[src/rtl/gate_sweep_engine_if.sv]
// Stimulus/result bundle between gate_sweep_engine and its consumer.
// With GATE_CHECK_EN defined the bundle also carries the DUT-output check signals.
interface gate_sweep_engine_if #(
  parameter int N_IN = 2
);
  logic            start;
  logic [1:0]      mode;
  logic [N_IN-1:0] vec;
  logic            vec_valid;
  logic            exp;
  logic            busy;
  logic            done;
  logic [N_IN:0]   ones_cnt;
`ifdef GATE_CHECK_EN
  logic            dut_out;
  logic [N_IN:0]   mism_cnt;
  logic            pass;
`endif

  modport master (
    input  start, mode,
`ifdef GATE_CHECK_EN
    input  dut_out,
    output mism_cnt, pass,
`endif
    output vec, vec_valid, exp, busy, done, ones_cnt
  );

  modport slave (
    output start, mode,
`ifdef GATE_CHECK_EN
    output dut_out,
    input  mism_cnt, pass,
`endif
    input  vec, vec_valid, exp, busy, done, ones_cnt
  );
endinterface

[src/rtl/gate_sweep_engine.sv]
// Truth-table sweeper: walks all 2**N_IN input vectors with a registered expected gate output.
// Optional macro GATE_CHECK_EN adds DUT-output comparison (mism_cnt, pass).
module gate_sweep_engine #(
  parameter int N_IN        = 2,
  parameter int HOLD_CYCLES = 5
) (
  input  logic                clk,
  input  logic                rst,
  gate_sweep_engine_if.master bus
);
  localparam int            HW       = (HOLD_CYCLES > 1) ? $clog2(HOLD_CYCLES) : 1;
  localparam logic [HW-1:0] HOLD_MAX = HW'(HOLD_CYCLES - 1);
  localparam logic [N_IN:0] LAST_VEC = (N_IN+1)'((2 ** N_IN) - 1);

  typedef enum logic [1:0] {S_IDLE, S_DRIVE, S_DONE} state_t;

  state_t          r_state;
  state_t          w_next;
  logic [N_IN:0]   r_vec;
  logic [HW-1:0]   r_hold;
  logic [1:0]      r_mode;
  logic            r_exp;
  logic [N_IN:0]   r_ones;
  logic            w_accept;
  logic            w_last_hold;
  logic            w_end;
  logic [N_IN:0]   w_vec_inc;

  function automatic logic gate_eval(input logic [1:0] m, input logic [N_IN-1:0] v);
    case (m)
      2'b00:   return &v;
      2'b01:   return |v;
      2'b10:   return ^v;
      default: return ~&v;
    endcase
  endfunction

  assign w_vec_inc = r_vec + (N_IN+1)'(1);

  always_ff @(posedge clk) begin
    if (rst) r_state <= S_IDLE;
    else     r_state <= w_next;
  end

  always_comb begin
    w_next      = r_state;
    w_accept    = 1'b0;
    w_last_hold = 1'b0;
    w_end       = 1'b0;
    case (r_state)
      S_IDLE: begin
        if (bus.start) begin
          w_accept = 1'b1;
          w_next   = S_DRIVE;
        end
      end
      S_DRIVE: begin
        if (r_hold == HOLD_MAX) begin
          w_last_hold = 1'b1;
          if (r_vec == LAST_VEC) begin
            w_end  = 1'b1;
            w_next = S_DONE;
          end
        end
      end
      S_DONE:  w_next = S_IDLE;
      default: w_next = S_IDLE;
    endcase
  end

  // Vector / expected-output stage: exp is updated on the same edge as vec.
  always_ff @(posedge clk) begin
    if (rst) begin
      r_vec  <= '0;
      r_hold <= '0;
      r_mode <= '0;
      r_exp  <= 1'b0;
      r_ones <= '0;
    end else if (w_accept) begin
      r_mode <= bus.mode;
      r_vec  <= '0;
      r_hold <= '0;
      r_ones <= '0;
      r_exp  <= gate_eval(bus.mode, '0);
    end else if (r_state == S_DRIVE) begin
      if (w_last_hold) begin
        r_hold <= '0;
        if (r_exp) r_ones <= r_ones + (N_IN+1)'(1);
        if (!w_end) begin
          r_vec <= w_vec_inc;
          r_exp <= gate_eval(r_mode, w_vec_inc[N_IN-1:0]);
        end
      end else begin
        r_hold <= r_hold + HW'(1);
      end
    end
  end

  assign bus.vec       = r_vec[N_IN-1:0];
  assign bus.exp       = r_exp;
  assign bus.ones_cnt  = r_ones;
  assign bus.vec_valid = (r_state == S_DRIVE);
  assign bus.busy      = (r_state != S_IDLE);
  assign bus.done      = (r_state == S_DONE);

`ifdef GATE_CHECK_EN
  logic [N_IN:0] r_mism;
  logic          r_pass;
  logic          w_miss;
  logic [N_IN:0] w_mism_next;

  assign w_miss      = w_last_hold && (bus.dut_out != r_exp);
  assign w_mism_next = r_mism + (N_IN+1)'(w_miss);

  // Check stage: the final vector's compare is folded into pass on entry to DONE.
  always_ff @(posedge clk) begin
    if (rst) begin
      r_mism <= '0;
      r_pass <= 1'b0;
    end else if (w_accept) begin
      r_mism <= '0;
      r_pass <= 1'b0;
    end else if (w_last_hold) begin
      r_mism <= w_mism_next;
      if (w_end) r_pass <= (w_mism_next == '0);
    end
  end

  assign bus.mism_cnt = r_mism;
  assign bus.pass     = r_pass;
`endif
endmodule

[src/flat_wrapper.sv]
// flat-port wrapper written by rule: the top's interface ports become plain ports
module gate_sweep_engine_flat 
#(
  parameter int N_IN        = 2,
  parameter int HOLD_CYCLES = 5
)
  (clk, rst, bus_start, bus_mode, bus_vec, bus_vec_valid, bus_exp, bus_busy, bus_done, bus_ones_cnt);
  gate_sweep_engine_if #(.N_IN(N_IN)) bus_i ();
  input  logic clk;
  input  logic rst;
  input wire logic [$bits(bus_i.start)-1:0] bus_start;
  input wire logic [$bits(bus_i.mode)-1:0] bus_mode;
  output wire logic [$bits(bus_i.vec)-1:0] bus_vec;
  output wire logic [$bits(bus_i.vec_valid)-1:0] bus_vec_valid;
  output wire logic [$bits(bus_i.exp)-1:0] bus_exp;
  output wire logic [$bits(bus_i.busy)-1:0] bus_busy;
  output wire logic [$bits(bus_i.done)-1:0] bus_done;
  output wire logic [$bits(bus_i.ones_cnt)-1:0] bus_ones_cnt;
  assign bus_i.start = bus_start;
  assign bus_i.mode = bus_mode;
  assign bus_vec = bus_i.vec;
  assign bus_vec_valid = bus_i.vec_valid;
  assign bus_exp = bus_i.exp;
  assign bus_busy = bus_i.busy;
  assign bus_done = bus_i.done;
  assign bus_ones_cnt = bus_i.ones_cnt;
  gate_sweep_engine #(.N_IN(N_IN), .HOLD_CYCLES(HOLD_CYCLES)) u_core (.clk(clk), .rst(rst), .bus(bus_i));
endmodule
[config.mk]
export PLATFORM = sky130hd
export DESIGN_NAME = gate_sweep_engine_flat
export DESIGN_NICKNAME = d
export VERILOG_FILES = /design/src/rtl/gate_sweep_engine_if.sv /design/src/rtl/gate_sweep_engine.sv /design/src/flat_wrapper.sv
export SDC_FILE = /design/constraint.sdc
export NUM_CORES = 1
export LEC_CHECK = 0
export CORE_MARGIN = 4
export CORE_UTILIZATION = 25
export CTS_CLUSTER_DIAMETER = 40
export DETAILED_ROUTE_END_ITERATION = 16
export PLACE_DENSITY = 0.53
export SYNTH_ARGS = -nofsm -noshare
export SYNTH_HDL_FRONTEND = slang
export SYNTH_SLANG_ARGS = --single-unit
[constraint.sdc]
create_clock -name clk -period 1.7 [get_ports clk]
set_input_delay 0.34 -clock clk [delete_from_list [all_inputs] [get_ports clk]]
set_output_delay 0.34 -clock clk [all_outputs]
set_load 0.03 [all_outputs]
==> summary.md <==
| Metric | Value |
|---|---|
| Status | complete, no violations |
| Mapped Area | 722 sq um |
| RSZ-0062 raised after global routing | true |
| Initial core utilization | 26.2% |
| Worst Hold Class | reg2reg |
| IO Pins | 14 |
| Clock tree root buffer cell | clkbuf_4 |
| Pleak | around 0.46 nW |
| DRT Pass-1 Iters | 4 |
| Largest net degree at the start of global routing | 10 |
| Row count | 19 |
| Delay-heaviest family, CP | flip-flops |
| Post-Route WL | 1320 um |
| Antenna violations before repair | 0 |
| Worst EP required | 1.36 ns |
| Total core area | 0.00276 sq mm |
| Multiplexer share of the synthesized area | under 10% |
| Synth Warn # | 0 |
| Total power | between 0.6 and 0.7 mW |
| Reg area | approximately 280 sq um |
| Synth Net Count | slightly above 90 |
| CTS tree | yes |
| Post-synth cell types | 27 |
| # diodes | 0 |
| Max-slew violation count | 0 |
| Largest family of logic cells by synthesized area | simple AND/OR/NAND/NOR gates |
| Fill count | a little over 300 |
| Post-DP HPWL | 1040 um |
| Final worst slack | 0.0782 ns |
| Port Buffer Count | 13 |
| Routed Antenna Nets | 0 |
| Worst path slowest cell | dfxtp_1 |
| Nets | 110 |
| DR vias/cell | about 4.4 |
| Setup violations, final | 0 |
| Slew headroom | between 70 and 80% |
| Total CTS buffers | 3 |
| Mean Syn Cell Area | about 9.1 sq um |
| Finished Layout Cells | roughly 130 |
| Fin util | 33.8% |
| Final Hold Fails | 0 |
| Synthesized flop and latch total | 14 |
| Post-Place Worst Slack | between 0.1 and 0.15 ns |
| DR WL/cell | approximately 10 um |
| Worst-path maximum fanout | 4 |
| Dpl cell area | 901 sq um |
| Drt drc | 0 |
| Cells after DPL | roughly 120 |
| Vias in the first global route | approximately 560 |
| Mapped Cells | between 70 and 80 |
| Slowest stage delay, CP | approximately 0.42 ns |
| Fraction of layout cells with a size suffix above 1 | between 10 and 15% |
| Clk slew on worst S/H paths | 0.09 ns |
| Clk buf depth | 2 |
| Sink Count | 14 |
| CP endpoint kind | primary output |
| Vias post-DR | roughly 560 |
| Initial DRC count | 8 |
| Multi-input gate area | 404 sq um |
| Critical Path Source Type | flip-flop |
| Final period util | between 90% and 100% |
| Signal arrival time at the worst endpoint | about 1.3 ns |
| Final Cell Area | approximately 930 sq um |
| CTS H-tree depth | 1 |
| Die Y-Extent | about 62 um |
| Tot GR Track Use | under 10% |
| Peak VDD IR | 298 uV |
| First-pass GRT wire length | 2370 um |
| Synth Area in XOR/XNOR | a little under 5% |
| Worst-margin pin slew | about 0.34 ns |
| Simple-gate share of the synthesized area | around a quarter |
| CP Buf/Inv Count | 1 |
| Crit path kind | reg2out |
| Die width | 61.7 um |
| Max-cap viol count | 0 |
| Area grow syn2layout | 29.1% |
| Area of the die | roughly 0.0038 sq mm |
| Pwr dens | 659 mW/mm^2 |
| Fmax | ~620 MHz |
| Synth Area in Compound Gates | 9.19% |
| Routability cong. | around 0.81 |
| Sequential fraction of the synthesis area | 38.8% |
| Time the worst path needs with I/O delays and setup | around 1.6 ns |
| CP cell instances | and2b_2, dlygate4sd2_1 |
| Worst-Skew Late Latency | around 0.28 ns |
| Clock Skews | 0.00549 ns |
| Grt ovf | 0 |
| Adder-cell share of the synthesized area | between 10% and 20% |
==> kinds of logic (layout without fill, tap and decap cells) <==
logic type,count (synthesis),count (layout)
and+or+nand+nor,30,30
DFF,14,14
AOI/OAI and AO/OA,11,11
buffers and inverters,9,26
adders and majority gates,7,7
xor gates and xnor gates,4,4
muxes,4,4
==> tightest hold or removal path, delay by kind of cell, from the launching register on <==
kind             cells  cell delay, ns
flip-flops           1            0.33
AO/OA/AOI/OAI        1            0.05
AND/OR/NAND/NOR      1            0.05
==> area by class of cell <==
type	instances	area share (%)
Clock buffer	3	2.42
Timing Repair Buffer	17	17.6
Sequential cell	14	30.1
Inverter	6	2.42
Multi-Input combinational cell	56	43.4
Tap cell	31	4.16
==> Yosys cell counts <==
cell type | instances | area share, %
or2_1 | 1 | 0.87
nor3_1 | 1 | 0.69
xnor2_1 | 2 | 2.4
and3_1 | 1 | 0.87
a21oi_1 | 5 | 3.5
inv_2 | 1 | 0.52
nand3_1 | 5 | 3.5
or2_2 | 1 | 0.87
ha_1 | 7 | 12
o21ai_0 | 1 | 0.69
mux2i_1 | 4 | 5.5
a211oi_1 | 3 | 3.1
and2_1 | 1 | 0.87
buf_4 | 2 | 2.1
o31a_1 | 1 | 1.2
nand2_1 | 4 | 2.1
dfxtp_1 | 14 | 39
nor3b_2 | 1 | 1.7
and2b_2 | 1 | 1.2
nand2b_4 | 1 | 1.9
buf_2 | 1 | 0.69
inv_1 | 5 | 2.6
nor3_4 | 1 | 2.3
nor2_1 | 11 | 5.7
xor2_1 | 2 | 2.4
nand3b_1 | 1 | 1.0
o21ai_1 | 1 | 0.69
==> flip-flops by register name, summed over array words and instances, names as in the netlist <==
register / flops
u_core.bus.ones_cnt: 3
u_core.r_hold: 3
u_core.r_vec: 3
u_core.r_mode: 2
u_core.r_state: 2
u_core.bus.exp: 1
==> layout by cell type, fill, tap and decap left out, types with 2 or more instances in the layout <==
cell type / count
a21oi_1: 5
dlymetal6s2s_1: 4
clkdlybuf4s50_1: 4
nand3_1: 5
clkbuf_4: 3
xor2_1: 2
nor2_1: 11
ha_1: 7
a211oi_1: 2
inv_1: 5
xnor2_1: 2
dfxtp_1: 14
nand2_1: 4
dlygate4sd2_1: 5
mux2i_1: 4
buf_4: 4
==> repair_timing <==
item | 4_1_cts | 5_1_grt
gates resized for setup | 5 | 5
buffers inserted | 0 | 0
setup endpoints to repair | 5 | 5
hold buffers | 0 | 0
pin swaps | 0 | 1
==> where the power goes <==
| part | internal (mW) | total [mW] | switching (mW) |
|---|---|---|---|
| Sequential | 0.336 | 0.344 | 0.00805 |
| Combinational | 0.0396 | 0.0825 | 0.0429 |
| Clock | 0.0820 | 0.188 | 0.106 |
==> stage by stage <==
stage,TNS [ns],hold slack (ns)
2_1_floorplan,0,0.409
3_3_place_gp,0,0.463
3_5_place_dp,0,0.470
4_1_cts,0,0.484
5_1_grt,-0.0102,0.503
6_report,0,0.478
==> routing by layer <==
layer	vias up	wire (um)	track usage, %
met4	0	14	3.64
met3	2	51	3.72
met2	8	613	13.2
met1	253	641	10.4
li1	298	-	-
met5	-	0	0
==> final timing paths <==
kind | start | end | slack, ns | depth (start not counted)
worst max-delay path | u_core.r_state[0] | bus_done | 0.08 | 2
worst min-delay path | u_core.r_hold[0] | u_core.r_hold[0] | 0.48 | 2
worst max register to register | u_core.r_vec[0] | u_core.r_vec[2] | 0.16 | 5
worst min register to register | u_core.r_hold[0] | u_core.r_hold[0] | 0.48 | 2
No activity file was read; power rests on OpenSTA's default activity.
